### src/rtl/eth_axi_master_if.sv
// AXI4 bus bundle shared by the Ethernet DMA path; one master and one slave modport.
interface AXI_BUS #(
    parameter int unsigned AXI_ADDR_WIDTH = 32,
    parameter int unsigned AXI_DATA_WIDTH = 64,
    parameter int unsigned AXI_ID_WIDTH   = 8,
    parameter int unsigned AXI_USER_WIDTH = 8
);
    localparam int unsigned STRB_WIDTH = AXI_DATA_WIDTH / 8;

    logic [AXI_ID_WIDTH-1:0]   aw_id;
    logic [AXI_ADDR_WIDTH-1:0] aw_addr;
    logic [7:0]                aw_len;
    logic [2:0]                aw_size;
    logic [1:0]                aw_burst;
    logic                      aw_lock;
    logic [3:0]                aw_cache;
    logic [2:0]                aw_prot;
    logic [3:0]                aw_qos;
    logic [3:0]                aw_region;
    logic [5:0]                aw_atop;
    logic [AXI_USER_WIDTH-1:0] aw_user;
    logic                      aw_valid;
    logic                      aw_ready;

    logic [AXI_DATA_WIDTH-1:0] w_data;
    logic [STRB_WIDTH-1:0]     w_strb;
    logic                      w_last;
    logic [AXI_USER_WIDTH-1:0] w_user;
    logic                      w_valid;
    logic                      w_ready;

    logic [AXI_ID_WIDTH-1:0]   b_id;
    logic [1:0]                b_resp;
    logic [AXI_USER_WIDTH-1:0] b_user;
    logic                      b_valid;
    logic                      b_ready;

    logic [AXI_ID_WIDTH-1:0]   ar_id;
    logic [AXI_ADDR_WIDTH-1:0] ar_addr;
    logic [7:0]                ar_len;
    logic [2:0]                ar_size;
    logic [1:0]                ar_burst;
    logic                      ar_lock;
    logic [3:0]                ar_cache;
    logic [2:0]                ar_prot;
    logic [3:0]                ar_qos;
    logic [3:0]                ar_region;
    logic [AXI_USER_WIDTH-1:0] ar_user;
    logic                      ar_valid;
    logic                      ar_ready;

    logic [AXI_ID_WIDTH-1:0]   r_id;
    logic [AXI_DATA_WIDTH-1:0] r_data;
    logic [1:0]                r_resp;
    logic                      r_last;
    logic [AXI_USER_WIDTH-1:0] r_user;
    logic                      r_valid;
    logic                      r_ready;

    modport Master (
        output aw_id, aw_addr, aw_len, aw_size, aw_burst, aw_lock, aw_cache, aw_prot,
               aw_qos, aw_region, aw_atop, aw_user, aw_valid,
        input  aw_ready,
        output w_data, w_strb, w_last, w_user, w_valid,
        input  w_ready,
        input  b_id, b_resp, b_user, b_valid,
        output b_ready,
        output ar_id, ar_addr, ar_len, ar_size, ar_burst, ar_lock, ar_cache, ar_prot,
               ar_qos, ar_region, ar_user, ar_valid,
        input  ar_ready,
        input  r_id, r_data, r_resp, r_last, r_user, r_valid,
        output r_ready
    );

    modport Slave (
        input  aw_id, aw_addr, aw_len, aw_size, aw_burst, aw_lock, aw_cache, aw_prot,
               aw_qos, aw_region, aw_atop, aw_user, aw_valid,
        output aw_ready,
        input  w_data, w_strb, w_last, w_user, w_valid,
        output w_ready,
        output b_id, b_resp, b_user, b_valid,
        input  b_ready,
        input  ar_id, ar_addr, ar_len, ar_size, ar_burst, ar_lock, ar_cache, ar_prot,
               ar_qos, ar_region, ar_user, ar_valid,
        output ar_ready,
        output r_id, r_data, r_resp, r_last, r_user, r_valid,
        input  r_ready
    );
endinterface

### src/rtl/eth_axi_master.sv
// Single-outstanding AXI4 master: turns req/gnt memory requests into single-beat
// AXI reads and writes and reports completion with a one-cycle rvalid_o pulse.
module eth_axi_master #(
    parameter int unsigned AXI_ADDR_WIDTH = 32,
    parameter int unsigned AXI_DATA_WIDTH = 64,
    parameter int unsigned AXI_ID_WIDTH   = 8,
    parameter int unsigned AXI_USER_WIDTH = 8,
    parameter int unsigned AXI_ID         = 0
) (
    input  logic                        clk_i,
    input  logic                        rst_ni,
    input  logic                        req_i,
    output logic                        gnt_o,
    input  logic                        we_i,
    input  logic [AXI_ADDR_WIDTH-1:0]   addr_i,
    input  logic [AXI_DATA_WIDTH/8-1:0] be_i,
    input  logic [AXI_DATA_WIDTH-1:0]   wdata_i,
    output logic                        rvalid_o,
    output logic [AXI_DATA_WIDTH-1:0]   rdata_o,
    output logic                        err_o,
    AXI_BUS.Master                      master
);
    localparam int unsigned STRB_WIDTH = AXI_DATA_WIDTH / 8;
    localparam int unsigned OFFSET     = $clog2(STRB_WIDTH);
    localparam logic [AXI_ADDR_WIDTH-1:0] ADDR_MASK = {AXI_ADDR_WIDTH{1'b1}} << OFFSET;

    typedef enum logic [2:0] {IDLE, WRITE, WRESP, READ, RRESP} state_e;

    state_e                    state_q, state_d;
    logic                      aw_done_q, aw_done_d;
    logic                      w_done_q, w_done_d;
    logic [AXI_ADDR_WIDTH-1:0] addr_q;
    logic [STRB_WIDTH-1:0]     be_q;
    logic [AXI_DATA_WIDTH-1:0] wdata_q;
    logic                      rvalid_q;
    logic                      err_q;
    logic [AXI_DATA_WIDTH-1:0] rdata_q;

    logic aw_valid, w_valid, ar_valid, b_ready, r_ready;
    logic complete, resp_err, capture_r;

    // NOTE: every output of this block gets a default first, so no path can infer a latch.
    always_comb begin
        state_d   = state_q;
        aw_done_d = aw_done_q;
        w_done_d  = w_done_q;
        gnt_o     = 1'b0;
        aw_valid  = 1'b0;
        w_valid   = 1'b0;
        ar_valid  = 1'b0;
        b_ready   = 1'b0;
        r_ready   = 1'b0;
        complete  = 1'b0;
        resp_err  = 1'b0;
        capture_r = 1'b0;
        unique case (state_q)
            IDLE: begin
                gnt_o     = req_i;
                aw_done_d = 1'b0;
                w_done_d  = 1'b0;
                if (req_i) state_d = we_i ? WRITE : READ;
            end
            WRITE: begin
                // AW and W retire independently; the sticky flags stop a second beat.
                aw_valid = !aw_done_q;
                w_valid  = !w_done_q;
                if (aw_valid && master.aw_ready) aw_done_d = 1'b1;
                if (w_valid && master.w_ready)   w_done_d  = 1'b1;
                if (aw_done_d && w_done_d)       state_d   = WRESP;
            end
            WRESP: begin
                b_ready = 1'b1;
                if (master.b_valid) begin
                    state_d  = IDLE;
                    complete = 1'b1;
                    resp_err = (master.b_resp != 2'b00);
                end
            end
            READ: begin
                ar_valid = 1'b1;
                if (master.ar_ready) state_d = RRESP;
            end
            RRESP: begin
                r_ready = 1'b1;
                if (master.r_valid) begin
                    state_d   = IDLE;
                    complete  = 1'b1;
                    capture_r = 1'b1;
                    resp_err  = (master.r_resp != 2'b00);
                end
            end
            default: state_d = IDLE;
        endcase
    end

    always_ff @(posedge clk_i or negedge rst_ni) begin
        if (!rst_ni) begin
            state_q   <= IDLE;
            aw_done_q <= 1'b0;
            w_done_q  <= 1'b0;
            rvalid_q  <= 1'b0;
            err_q     <= 1'b0;
            rdata_q   <= '0;
        end else begin
            state_q   <= state_d;
            aw_done_q <= aw_done_d;
            w_done_q  <= w_done_d;
            rvalid_q  <= complete;
            if (complete)  err_q   <= resp_err;
            if (capture_r) rdata_q <= master.r_data;
        end
    end

    // NOTE: the request payload needs no reset; it is only observed while a valid it feeds is high.
    always_ff @(posedge clk_i) begin
        if (state_q == IDLE && req_i) begin
            addr_q  <= addr_i & ADDR_MASK;
            be_q    <= be_i;
            wdata_q <= wdata_i;
        end
    end

    assign rvalid_o = rvalid_q;
    assign rdata_o  = rdata_q;
    assign err_o    = err_q;

    assign master.aw_id     = AXI_ID_WIDTH'(AXI_ID);
    assign master.aw_addr   = addr_q;
    assign master.aw_len    = 8'd0;
    assign master.aw_size   = 3'(OFFSET);
    assign master.aw_burst  = 2'b01;
    assign master.aw_lock   = 1'b0;
    assign master.aw_cache  = 4'd0;
    assign master.aw_prot   = 3'd0;
    assign master.aw_qos    = 4'd0;
    assign master.aw_region = 4'd0;
    assign master.aw_atop   = 6'd0;
    assign master.aw_user   = '0;
    assign master.aw_valid  = aw_valid;

    assign master.w_data  = wdata_q;
    assign master.w_strb  = be_q;
    assign master.w_last  = 1'b1;
    assign master.w_user  = '0;
    assign master.w_valid = w_valid;

    assign master.b_ready = b_ready;

    assign master.ar_id     = AXI_ID_WIDTH'(AXI_ID);
    assign master.ar_addr   = addr_q;
    assign master.ar_len    = 8'd0;
    assign master.ar_size   = 3'(OFFSET);
    assign master.ar_burst  = 2'b01;
    assign master.ar_lock   = 1'b0;
    assign master.ar_cache  = 4'd0;
    assign master.ar_prot   = 3'd0;
    assign master.ar_qos    = 4'd0;
    assign master.ar_region = 4'd0;
    assign master.ar_user   = '0;
    assign master.ar_valid  = ar_valid;

    assign master.r_ready = r_ready;

    // Response IDs, users and r_last carry no information for single-beat, single-ID traffic.
    logic unused_resp_fields;
    assign unused_resp_fields = ^{master.b_id, master.b_user, master.r_id, master.r_last, master.r_user};
endmodule
### src/flat_wrapper.sv
// flat-port wrapper written by rule: the top's interface ports become plain ports
module eth_axi_master_flat 
#(
    parameter int unsigned AXI_ADDR_WIDTH = 32,
    parameter int unsigned AXI_DATA_WIDTH = 64,
    parameter int unsigned AXI_ID_WIDTH   = 8,
    parameter int unsigned AXI_USER_WIDTH = 8,
    parameter int unsigned AXI_ID         = 0
)
  (clk_i, rst_ni, req_i, gnt_o, we_i, addr_i, be_i, wdata_i, rvalid_o, rdata_o, err_o, master_aw_id, master_aw_addr, master_aw_len, master_aw_size, master_aw_burst, master_aw_lock, master_aw_cache, master_aw_prot, master_aw_qos, master_aw_region, master_aw_atop, master_aw_user, master_aw_valid, master_aw_ready, master_w_data, master_w_strb, master_w_last, master_w_user, master_w_valid, master_w_ready, master_b_id, master_b_resp, master_b_user, master_b_valid, master_b_ready, master_ar_id, master_ar_addr, master_ar_len, master_ar_size, master_ar_burst, master_ar_lock, master_ar_cache, master_ar_prot, master_ar_qos, master_ar_region, master_ar_user, master_ar_valid, master_ar_ready, master_r_id, master_r_data, master_r_resp, master_r_last, master_r_user, master_r_valid, master_r_ready);
  AXI_BUS #(.AXI_ADDR_WIDTH(AXI_ADDR_WIDTH), .AXI_DATA_WIDTH(AXI_DATA_WIDTH), .AXI_ID_WIDTH(AXI_ID_WIDTH), .AXI_USER_WIDTH(AXI_USER_WIDTH)) master_i ();
  input  logic clk_i;
  input  logic rst_ni;
  input  logic req_i;
  output logic gnt_o;
  input  logic we_i;
  input  logic [AXI_ADDR_WIDTH-1:0] addr_i;
  input  logic [AXI_DATA_WIDTH/8-1:0] be_i;
  input  logic [AXI_DATA_WIDTH-1:0] wdata_i;
  output logic rvalid_o;
  output logic [AXI_DATA_WIDTH-1:0] rdata_o;
  output logic err_o;
  output wire logic [$bits(master_i.aw_id)-1:0] master_aw_id;
  output wire logic [$bits(master_i.aw_addr)-1:0] master_aw_addr;
  output wire logic [$bits(master_i.aw_len)-1:0] master_aw_len;
  output wire logic [$bits(master_i.aw_size)-1:0] master_aw_size;
  output wire logic [$bits(master_i.aw_burst)-1:0] master_aw_burst;
  output wire logic [$bits(master_i.aw_lock)-1:0] master_aw_lock;
  output wire logic [$bits(master_i.aw_cache)-1:0] master_aw_cache;
  output wire logic [$bits(master_i.aw_prot)-1:0] master_aw_prot;
  output wire logic [$bits(master_i.aw_qos)-1:0] master_aw_qos;
  output wire logic [$bits(master_i.aw_region)-1:0] master_aw_region;
  output wire logic [$bits(master_i.aw_atop)-1:0] master_aw_atop;
  output wire logic [$bits(master_i.aw_user)-1:0] master_aw_user;
  output wire logic [$bits(master_i.aw_valid)-1:0] master_aw_valid;
  input wire logic [$bits(master_i.aw_ready)-1:0] master_aw_ready;
  output wire logic [$bits(master_i.w_data)-1:0] master_w_data;
  output wire logic [$bits(master_i.w_strb)-1:0] master_w_strb;
  output wire logic [$bits(master_i.w_last)-1:0] master_w_last;
  output wire logic [$bits(master_i.w_user)-1:0] master_w_user;
  output wire logic [$bits(master_i.w_valid)-1:0] master_w_valid;
  input wire logic [$bits(master_i.w_ready)-1:0] master_w_ready;
  input wire logic [$bits(master_i.b_id)-1:0] master_b_id;
  input wire logic [$bits(master_i.b_resp)-1:0] master_b_resp;
  input wire logic [$bits(master_i.b_user)-1:0] master_b_user;
  input wire logic [$bits(master_i.b_valid)-1:0] master_b_valid;
  output wire logic [$bits(master_i.b_ready)-1:0] master_b_ready;
  output wire logic [$bits(master_i.ar_id)-1:0] master_ar_id;
  output wire logic [$bits(master_i.ar_addr)-1:0] master_ar_addr;
  output wire logic [$bits(master_i.ar_len)-1:0] master_ar_len;
  output wire logic [$bits(master_i.ar_size)-1:0] master_ar_size;
  output wire logic [$bits(master_i.ar_burst)-1:0] master_ar_burst;
  output wire logic [$bits(master_i.ar_lock)-1:0] master_ar_lock;
  output wire logic [$bits(master_i.ar_cache)-1:0] master_ar_cache;
  output wire logic [$bits(master_i.ar_prot)-1:0] master_ar_prot;
  output wire logic [$bits(master_i.ar_qos)-1:0] master_ar_qos;
  output wire logic [$bits(master_i.ar_region)-1:0] master_ar_region;
  output wire logic [$bits(master_i.ar_user)-1:0] master_ar_user;
  output wire logic [$bits(master_i.ar_valid)-1:0] master_ar_valid;
  input wire logic [$bits(master_i.ar_ready)-1:0] master_ar_ready;
  input wire logic [$bits(master_i.r_id)-1:0] master_r_id;
  input wire logic [$bits(master_i.r_data)-1:0] master_r_data;
  input wire logic [$bits(master_i.r_resp)-1:0] master_r_resp;
  input wire logic [$bits(master_i.r_last)-1:0] master_r_last;
  input wire logic [$bits(master_i.r_user)-1:0] master_r_user;
  input wire logic [$bits(master_i.r_valid)-1:0] master_r_valid;
  output wire logic [$bits(master_i.r_ready)-1:0] master_r_ready;
  assign master_aw_id = master_i.aw_id;
  assign master_aw_addr = master_i.aw_addr;
  assign master_aw_len = master_i.aw_len;
  assign master_aw_size = master_i.aw_size;
  assign master_aw_burst = master_i.aw_burst;
  assign master_aw_lock = master_i.aw_lock;
  assign master_aw_cache = master_i.aw_cache;
  assign master_aw_prot = master_i.aw_prot;
  assign master_aw_qos = master_i.aw_qos;
  assign master_aw_region = master_i.aw_region;
  assign master_aw_atop = master_i.aw_atop;
  assign master_aw_user = master_i.aw_user;
  assign master_aw_valid = master_i.aw_valid;
  assign master_i.aw_ready = master_aw_ready;
  assign master_w_data = master_i.w_data;
  assign master_w_strb = master_i.w_strb;
  assign master_w_last = master_i.w_last;
  assign master_w_user = master_i.w_user;
  assign master_w_valid = master_i.w_valid;
  assign master_i.w_ready = master_w_ready;
  assign master_i.b_id = master_b_id;
  assign master_i.b_resp = master_b_resp;
  assign master_i.b_user = master_b_user;
  assign master_i.b_valid = master_b_valid;
  assign master_b_ready = master_i.b_ready;
  assign master_ar_id = master_i.ar_id;
  assign master_ar_addr = master_i.ar_addr;
  assign master_ar_len = master_i.ar_len;
  assign master_ar_size = master_i.ar_size;
  assign master_ar_burst = master_i.ar_burst;
  assign master_ar_lock = master_i.ar_lock;
  assign master_ar_cache = master_i.ar_cache;
  assign master_ar_prot = master_i.ar_prot;
  assign master_ar_qos = master_i.ar_qos;
  assign master_ar_region = master_i.ar_region;
  assign master_ar_user = master_i.ar_user;
  assign master_ar_valid = master_i.ar_valid;
  assign master_i.ar_ready = master_ar_ready;
  assign master_i.r_id = master_r_id;
  assign master_i.r_data = master_r_data;
  assign master_i.r_resp = master_r_resp;
  assign master_i.r_last = master_r_last;
  assign master_i.r_user = master_r_user;
  assign master_i.r_valid = master_r_valid;
  assign master_r_ready = master_i.r_ready;
  eth_axi_master #(.AXI_ADDR_WIDTH(AXI_ADDR_WIDTH), .AXI_DATA_WIDTH(AXI_DATA_WIDTH), .AXI_ID_WIDTH(AXI_ID_WIDTH), .AXI_USER_WIDTH(AXI_USER_WIDTH), .AXI_ID(AXI_ID)) u_core (.clk_i(clk_i), .rst_ni(rst_ni), .req_i(req_i), .gnt_o(gnt_o), .we_i(we_i), .addr_i(addr_i), .be_i(be_i), .wdata_i(wdata_i), .rvalid_o(rvalid_o), .rdata_o(rdata_o), .err_o(err_o), .master(master_i));
endmodule
### config.mk
export PLATFORM = sky130hd
export DESIGN_NAME = eth_axi_master_flat
export DESIGN_NICKNAME = d
export VERILOG_FILES = /design/src/rtl/eth_axi_master_if.sv /design/src/rtl/eth_axi_master.sv /design/src/flat_wrapper.sv
export SDC_FILE = /design/constraint.sdc
export NUM_CORES = 1
export LEC_CHECK = 0
export CAP_MARGIN = 5
export CORE_AREA = 5 5 203 205
export CTS_CLUSTER_SIZE = 14
export DETAILED_ROUTE_END_ITERATION = 10
export DIE_AREA = 0 0 208 210
export PLACE_DENSITY = 0.58
export SYNTH_ARGS = -nofsm -noshare
export SYNTH_HDL_FRONTEND = slang
export SYNTH_SLANG_ARGS = --single-unit
export TNS_END_PERCENT = 50
### constraint.sdc
create_clock -name clk_i -period 28.6 [get_ports clk_i]
set_clock_uncertainty 0.2 [all_clocks]
set_input_delay 5.72 -clock clk_i [delete_from_list [all_inputs] [get_ports clk_i]]
set_output_delay 5.72 -clock clk_i [all_outputs]
set_load 0.03 [all_outputs]
# --- Word-level counts from Yosys, hierarchy flattened ---
# Cells that the tools add are included.
# Widths: inputs -> output; s select.
word_totals:
  ff_bits: 172
  in_bits: 214
  elab_cells: 55
classes:
  eq_ne: 9
  n_mux: 26
  n_reduce_logical: 11
ops:
  columns: ["cell", "count"]
  rows:
  - ["$mux 1", 15]
  - ["$mux 3", 5]
  - ["$pmux 3 s5", 1]
  - ["$ne 2x2->1 const B", 4]
  - ["$pmux 1 s2", 4]
  - ["$eq 3x2->1 const B", 2]
  - ["$reduce_bool 2->1", 3]
  - ["$reduce_and 5->1", 1]
  - ["$logic_and 1x1->1", 4]
  - ["$eq 3x1->1 const B", 1]
  - ["$eq 3x3->1 const B", 1]
  - ["$logic_not 3->1", 1]
  - ["$logic_not 1->1", 2]
  - ["$mux 2", 1]
  - ["$ne 2x1->1 const B", 1]

# --- Logic depth before layout (Yosys ltp) ---
# Gate-level depths: netlist of the first run.
depth:
  depth_word: 7
  ltp_mapped: 5

# --- Least setup slack after synthesis of the first run ---
# OpenSTA, ideal clock, no wires.
synth_path:
  path_kind: "input-to-output"
  startpoint: "input port req_i"
  endpoint: "output port gnt_o"
  arrival_time_ns: 16.835
  required_ns: 22.680
  setup_slack_ns: 5.845
  cell_stages: 1
  n_path_buf: 0
  cell_sequence: "nor4b_1"
synth_between:
  elab_chain_len: 1
synth_rtl:
  columns: ["element", "line", "source"]
  rows:
  - ["start, declared", "flat_wrapper.sv:14", "input logic req_i;"]
  - ["$mux 1", "eth_axi_master.sv:56", "unique case (state_q)"]
  - ["end, declared", "flat_wrapper.sv:15", "output logic gnt_o;"]
# Every way passes these cells.

# --- Final worst setup path of the first run ---
# Ends and elaborated chain as after synthesis.

==> flow_summary.yaml, run 1 <==
clock_network:
  cts_tree: "built"
  cts.clk_slew.worst_paths_ns: 0.07
  cts.repair.resized: 0
  cts.sinks: 172
  cts_setup_buffers: 0
  numCtsBuffers: 17
  htree_num_levels: 4
  cts_buffer_depth: 2
  cts_root_buf: "clkbuf_16"
  hold_buffers: 0
  clk-insertion-delay-late_ns: 0.43
timing:
  slew_viol_final: 0
  rsz0062_at_grt: "false"
  min_period_ns: 13.90
  final.period_utilization: 0.486
  tightest_slew_ns: 0.946
  whs_ns: 0.307
  relSlewSlack: 0.369
  max_freq_ghz: 0.0720
  tns_ns: 0
  setup_viol: 0
  timing_hold_violations_final: 0
run:
  maxCapViolCount: 0
die:
  die_w_um: 208
  ios: 527
  die_h_um: 210
  dieArea_mm2: 0.0437
  fp-row-count: 73
  start_util: 0.180
  core_mm2: 0.0393
power_and_ir_drop:
  ir_worst_vdd_mv: 0.0493
  p_per_area_mw_per_mm2: 96.7
  power.total_mw: 1.10
  p_leak_nw: 4.43
routing:
  vias_per_cell: 3.23
  via_count: 4247
  drtIter0Drc: 183
  drt_wl_total_um: 20300
  detail-route-antenna-nets: 0
  dr.pass1.iters: 6
  drc: 0
  wl_per_cell_um: 15.4
critical_path:
  start_kind: "input port"
  cp.arrival_ns: 7.98
  reg2reg_setup_slack_ns: 25.79
  path_class: "in -> out"
  cp-end-kind: "primary output"
  required_ns: 22.68
  crit_fanout: 52
global_routing:
  antenna_found_initial: 0
  grt_overflow: 0
  first_global_vias: 4409
  grt_util_all_layers: 0.0879
  grt_pass1_wl_um: 28700
  grt_max_degree: 72
worst_hold_path:
  hold_class: "reg -> reg"
layout:
  drive_above_1_share: 0.131
  nNetsFinal: 992
  fill_cells: 3974
  antenna-diode-count: 0
  seq_area_mm2: 0.00481
  multiInputGateArea_mm2: 0.00149
  area_growth_pct: 61.1
  fin_util: 0.290
synthesis:
  netlist_area_mm2: 0.00706
  seq_area_frac_synth: 0.682
  ys_types: 28
  synthCells: 418
  syn-mean-instance-area_um2: 16.9
  ys_seq_elements: 172
  synth_warnings: 0
place:
  dp_hpwl_um: 15700
  place_congestion: 0.752
  numPortBuffers: 379
outcome:
  status: "complete, no violations"
==> sequential cells by signal, indices dropped and copies added (netlist names) <==
| name | flops |
|---|---|
| u_core.master.ar_addr | 29 |
| u_core.state_q | 3 |
| u_core.w_done_q | 1 |
| u_core.rdata_o | 64 |
| u_core.aw_done_q | 1 |
| u_core.err_o | 1 |
| u_core.master.w_data | 64 |
| u_core.master.w_strb | 8 |
| u_core.rvalid_o | 1 |
==> final cells by class <==
type | count | share of cell area
sequential | 172 | 0.423
timing repair buffer | 382 | 0.335
multi-input combinational | 203 | 0.131
tap | 525 | 0.0578
clock buffer | 17 | 0.0374
clock inverter | 15 | 0.0152
inverter | 2 | 0.000660
==> cell usage in the layout (no fill, tap or decap) <==
cell type,instances
mux2_2,25
mux2i_1,2
o221a_2,1
inv_8,6
nand2_1,1
edfxtp_1,101
nor3b_1,2
clkbuf_16,17
clkdlybuf4s50_1,378
inv_1,2
inv_6,2
a22o_1,1
conb_1,111
or3b_2,1
and4bb_4,1
clkinv_4,3
nor2_1,6
buf_4,4
nand4bb_1,1
nand2b_1,2
mux2_4,39
bufinv_16,1
clkinvlp_4,2
and3b_1,1
a21oi_1,2
o32ai_1,1
o221ai_1,1
nor3_1,1
nor4b_2,1
dfrtp_1,71
clkinv_8,1
o21ai_0,3
==> per-stage QoR <==
step           instances  instance area (µm²)  setup WS [ns]
3_5_place_dp        1284                10800          14.63
5_1_grt             1316                11400          14.59
3_3_place_gp        1284                10800          14.71
4_1_cts             1316                11400          14.64
2_1_floorplan        527                 7470           5.85
6_report            1316                11400          14.70
==> kinds of logic (layout without fill, tap and decap cells) <==
family                 after synthesis  count (layout)  synth area share
AND/OR/NAND/NOR                     17              17            0.0160
multiplexers                        66              66             0.126
flip-flops                         172             172             0.682
other                                2             111           0.00106
AO/OA/AOI/OAI                        9               9           0.00887
buffers and inverters              152             416             0.167
==> final timing paths <==
kind | cells after the start | endpoint | start
max | 4 | gnt_o | req_i
min | 1 | u_core.rdata_o[1] | u_core.rdata_o[1]
max reg2reg | 3 | u_core.master.ar_addr[16] | u_core.state_q[1]
min reg2reg | 1 | u_core.rdata_o[1] | u_core.rdata_o[1]
max in group asynchronous | 1 | u_core.rdata_o[13] | rst_ni
min in group asynchronous | 1 | u_core.rdata_o[46] | rst_ni
==> synth_stat cells (all sizes together) <==
library cell,instances,share of area
dfrtp,71,0.25
clkbuf,2,0.0011
nor3b,2,0.0021
buf,148,0.16
or3b,1,0.0012
o21ai,3,0.0021
nor2,6,0.0032
and4bb,1,0.0023
mux2i,2,0.0028
nand4bb,1,0.0016
a22o,1,0.0012
mux2,64,0.12
nand2,1,0.00053
o221a,1,0.0016
inv,2,0.0011
nor4b,1,0.0012
o221ai,1,0.0012
conb,2,0.0011
nor3,1,0.00071
and3b,1,0.0012
nand2b,2,0.0018
o32ai,1,0.0012
a21oi,2,0.0014
edfxtp,101,0.43
==> worst max-delay path, cell delays in order <==
cell and delay, ns:
clkdlybuf4s50_1 0.50, nor4b_2 0.26, buf_4 0.62, clkdlybuf4s50_1 0.81
==> power breakdown <==
group	leakage [nW]	internal [mW]	switching, mW
logic	2.29	0.206	0.266
registers	1.85	0.349	0.0405
clock network	0.289	0.125	0.114
==> metal layers <==
metal | part of all wire | track usage | vias up
li1 | - | - | 1923
met1 | 0.39 | 0.0994 | 2073
met3 | 0.094 | 0.0405 | 11
met4 | 0.016 | 0.0353 | 0
met2 | 0.50 | 0.145 | 240
met5 | 0 | 0 | -
Note: power is estimated with default switching activity, not from simulation.
==> run 2, diff against run 1 <==
Settings changed: PLACE_DENSITY 0.58 to 0.6.
Clock period 28.6 ns to 12.7 ns, I/O delays scaled along.
==> flow_summary.yaml, run 2 (same netlist as run 1, synthesis figures left out) <==
outcome:
  status: "complete, no violations"
die:
  die_w_um: 208
  ios: 527
  fp-row-count: 73
  dieArea_mm2: 0.0437
  core_mm2: 0.0393
  start_util: 0.180
  die_h_um: 210
routing:
  drtIter0Drc: 125
  dr.pass1.iters: 4
  detail-route-antenna-nets: 0
  drt_wl_total_um: 20300
  vias_per_cell: 3.23
  via_count: 4247
  drc: 0
  wl_per_cell_um: 15.4
critical_path:
  cp-end-kind: "primary output"
  r2r_cells: 3
  reg2reg_setup_slack_ns: 10.00
  timing.rr.start: "u_core.state_q[1]"
  critPathLaunch: "req_i"
  cp.arrival_ns: 4.61
  start_kind: "input port"
  crit_fanout: 44
  required_ns: 9.96
  reg2reg_to: "u_core.master.ar_addr[10]"
  path_class: "in -> out"
timing:
  relSlewSlack: 0.368
  timing_hold_violations_final: 0
  tightest_slew_ns: 0.948
  min_period_ns: 7.35
  setup_viol: 0
  max_freq_ghz: 0.136
  rsz0062_at_grt: "false"
  slew_viol_final: 0
  tns_ns: 0
  final.period_utilization: 0.579
clock_network:
  htree_num_levels: 4
  cts_tree: "built"
  cts_buffer_depth: 2
  numCtsBuffers: 17
  cts_setup_buffers: 0
  cts.sinks: 172
  cts.repair.resized: 0
  hold_buffers: 0
  cts.clk_slew.worst_paths_ns: 0.06
  clk-insertion-delay-late_ns: 0.44
  cts_root_buf: "clkbuf_16"
place:
  place_congestion: 0.756
  numPortBuffers: 379
  dp_hpwl_um: 15800
power_and_ir_drop:
  p_per_area_mw_per_mm2: 217
  ir_worst_vdd_mv: 0.107
  power.total_mw: 2.46
  p_leak_nw: 4.42
global_routing:
  grt_max_degree: 72
  grt_util_all_layers: 0.0891
  grt_overflow: 0
  grt_pass1_wl_um: 29000
  antenna_found_initial: 0
  first_global_vias: 4446
run:
  maxCapViolCount: 0
worst_hold_path:
  hold_class: "reg -> reg"
  min_to: "u_core.rdata_o[6]"
  hold_depth: 1
  hold_start: "u_core.rdata_o[6]"
layout:
  fill_cells: 4006
  final_cell_mix: "clkdlybuf4s50_1 (378), conb_1 (111), edfxtp_1 (101)"
  area_growth_pct: 60.9
  drive_above_1_share: 0.126
  nNetsFinal: 992
  antenna-diode-count: 0
  layout_commonest_cell: "clkdlybuf4s50_1"
-- run 2: power breakdown --
group / leakage (nW) / internal (mW) / switching [mW]
Sequential: 1.85 / 0.786 / 0.0920
Combinational: 2.29 / 0.464 / 0.598
Clock: 0.274 / 0.289 / 0.231
Total: 4.42 / 1.54 / 0.921
-- run 2: final cells by class --
class / count / area (µm²) / area share
Sequential cell: 172 / 4810 / 0.424
Timing Repair Buffer: 382 / 3810 / 0.336
Multi-Input combinational cell: 203 / 1490 / 0.132
Tap cell: 525 / 657 / 0.0579
Clock buffer: 18 / 429 / 0.0378
Clock inverter: 14 / 140 / 0.0123
Inverter: 2 / 7.51 / 0.000661
-- run 2: how the worst max path moves through the flow --
stage                        to  slack, ns  cells past startpoint
final                     gnt_o       5.35                      4
after global routing      gnt_o       5.21                      4
after CTS                 gnt_o       5.31                      4
after detailed placement  gnt_o       5.32                      4
after global placement    gnt_o       5.31                      4
after floorplan           gnt_o       1.40                      1
-- run 2: metrics by stage --
stage	setup WS [ns]	cell area [µm²]	utilization	hold slack, ns	instances
4_1_cts	5.31	11400	0.289	0.312	1316
2_1_floorplan	1.40	7470	-	0.285	527
3_5_place_dp	5.32	10800	0.275	0.291	1284
6_report	5.35	11400	0.289	0.307	1316
3_3_place_gp	5.31	10800	0.275	0.289	1284
5_1_grt	5.21	11400	0.289	0.325	1316
-- run 2: critical path, cell delays in order --
cell             delay [ns]
clkdlybuf4s50_1        0.48
nor4b_4                0.18
buf_4                  0.53
clkdlybuf4s50_1        0.80
-- run 2: metal layers --
metal / global-route usage / wire (µm)
met1: 0.101 / 7820
met2: 0.143 / 9900
met4: 0.0306 / 278
met3: 0.0488 / 2260
met5: 0 / 0
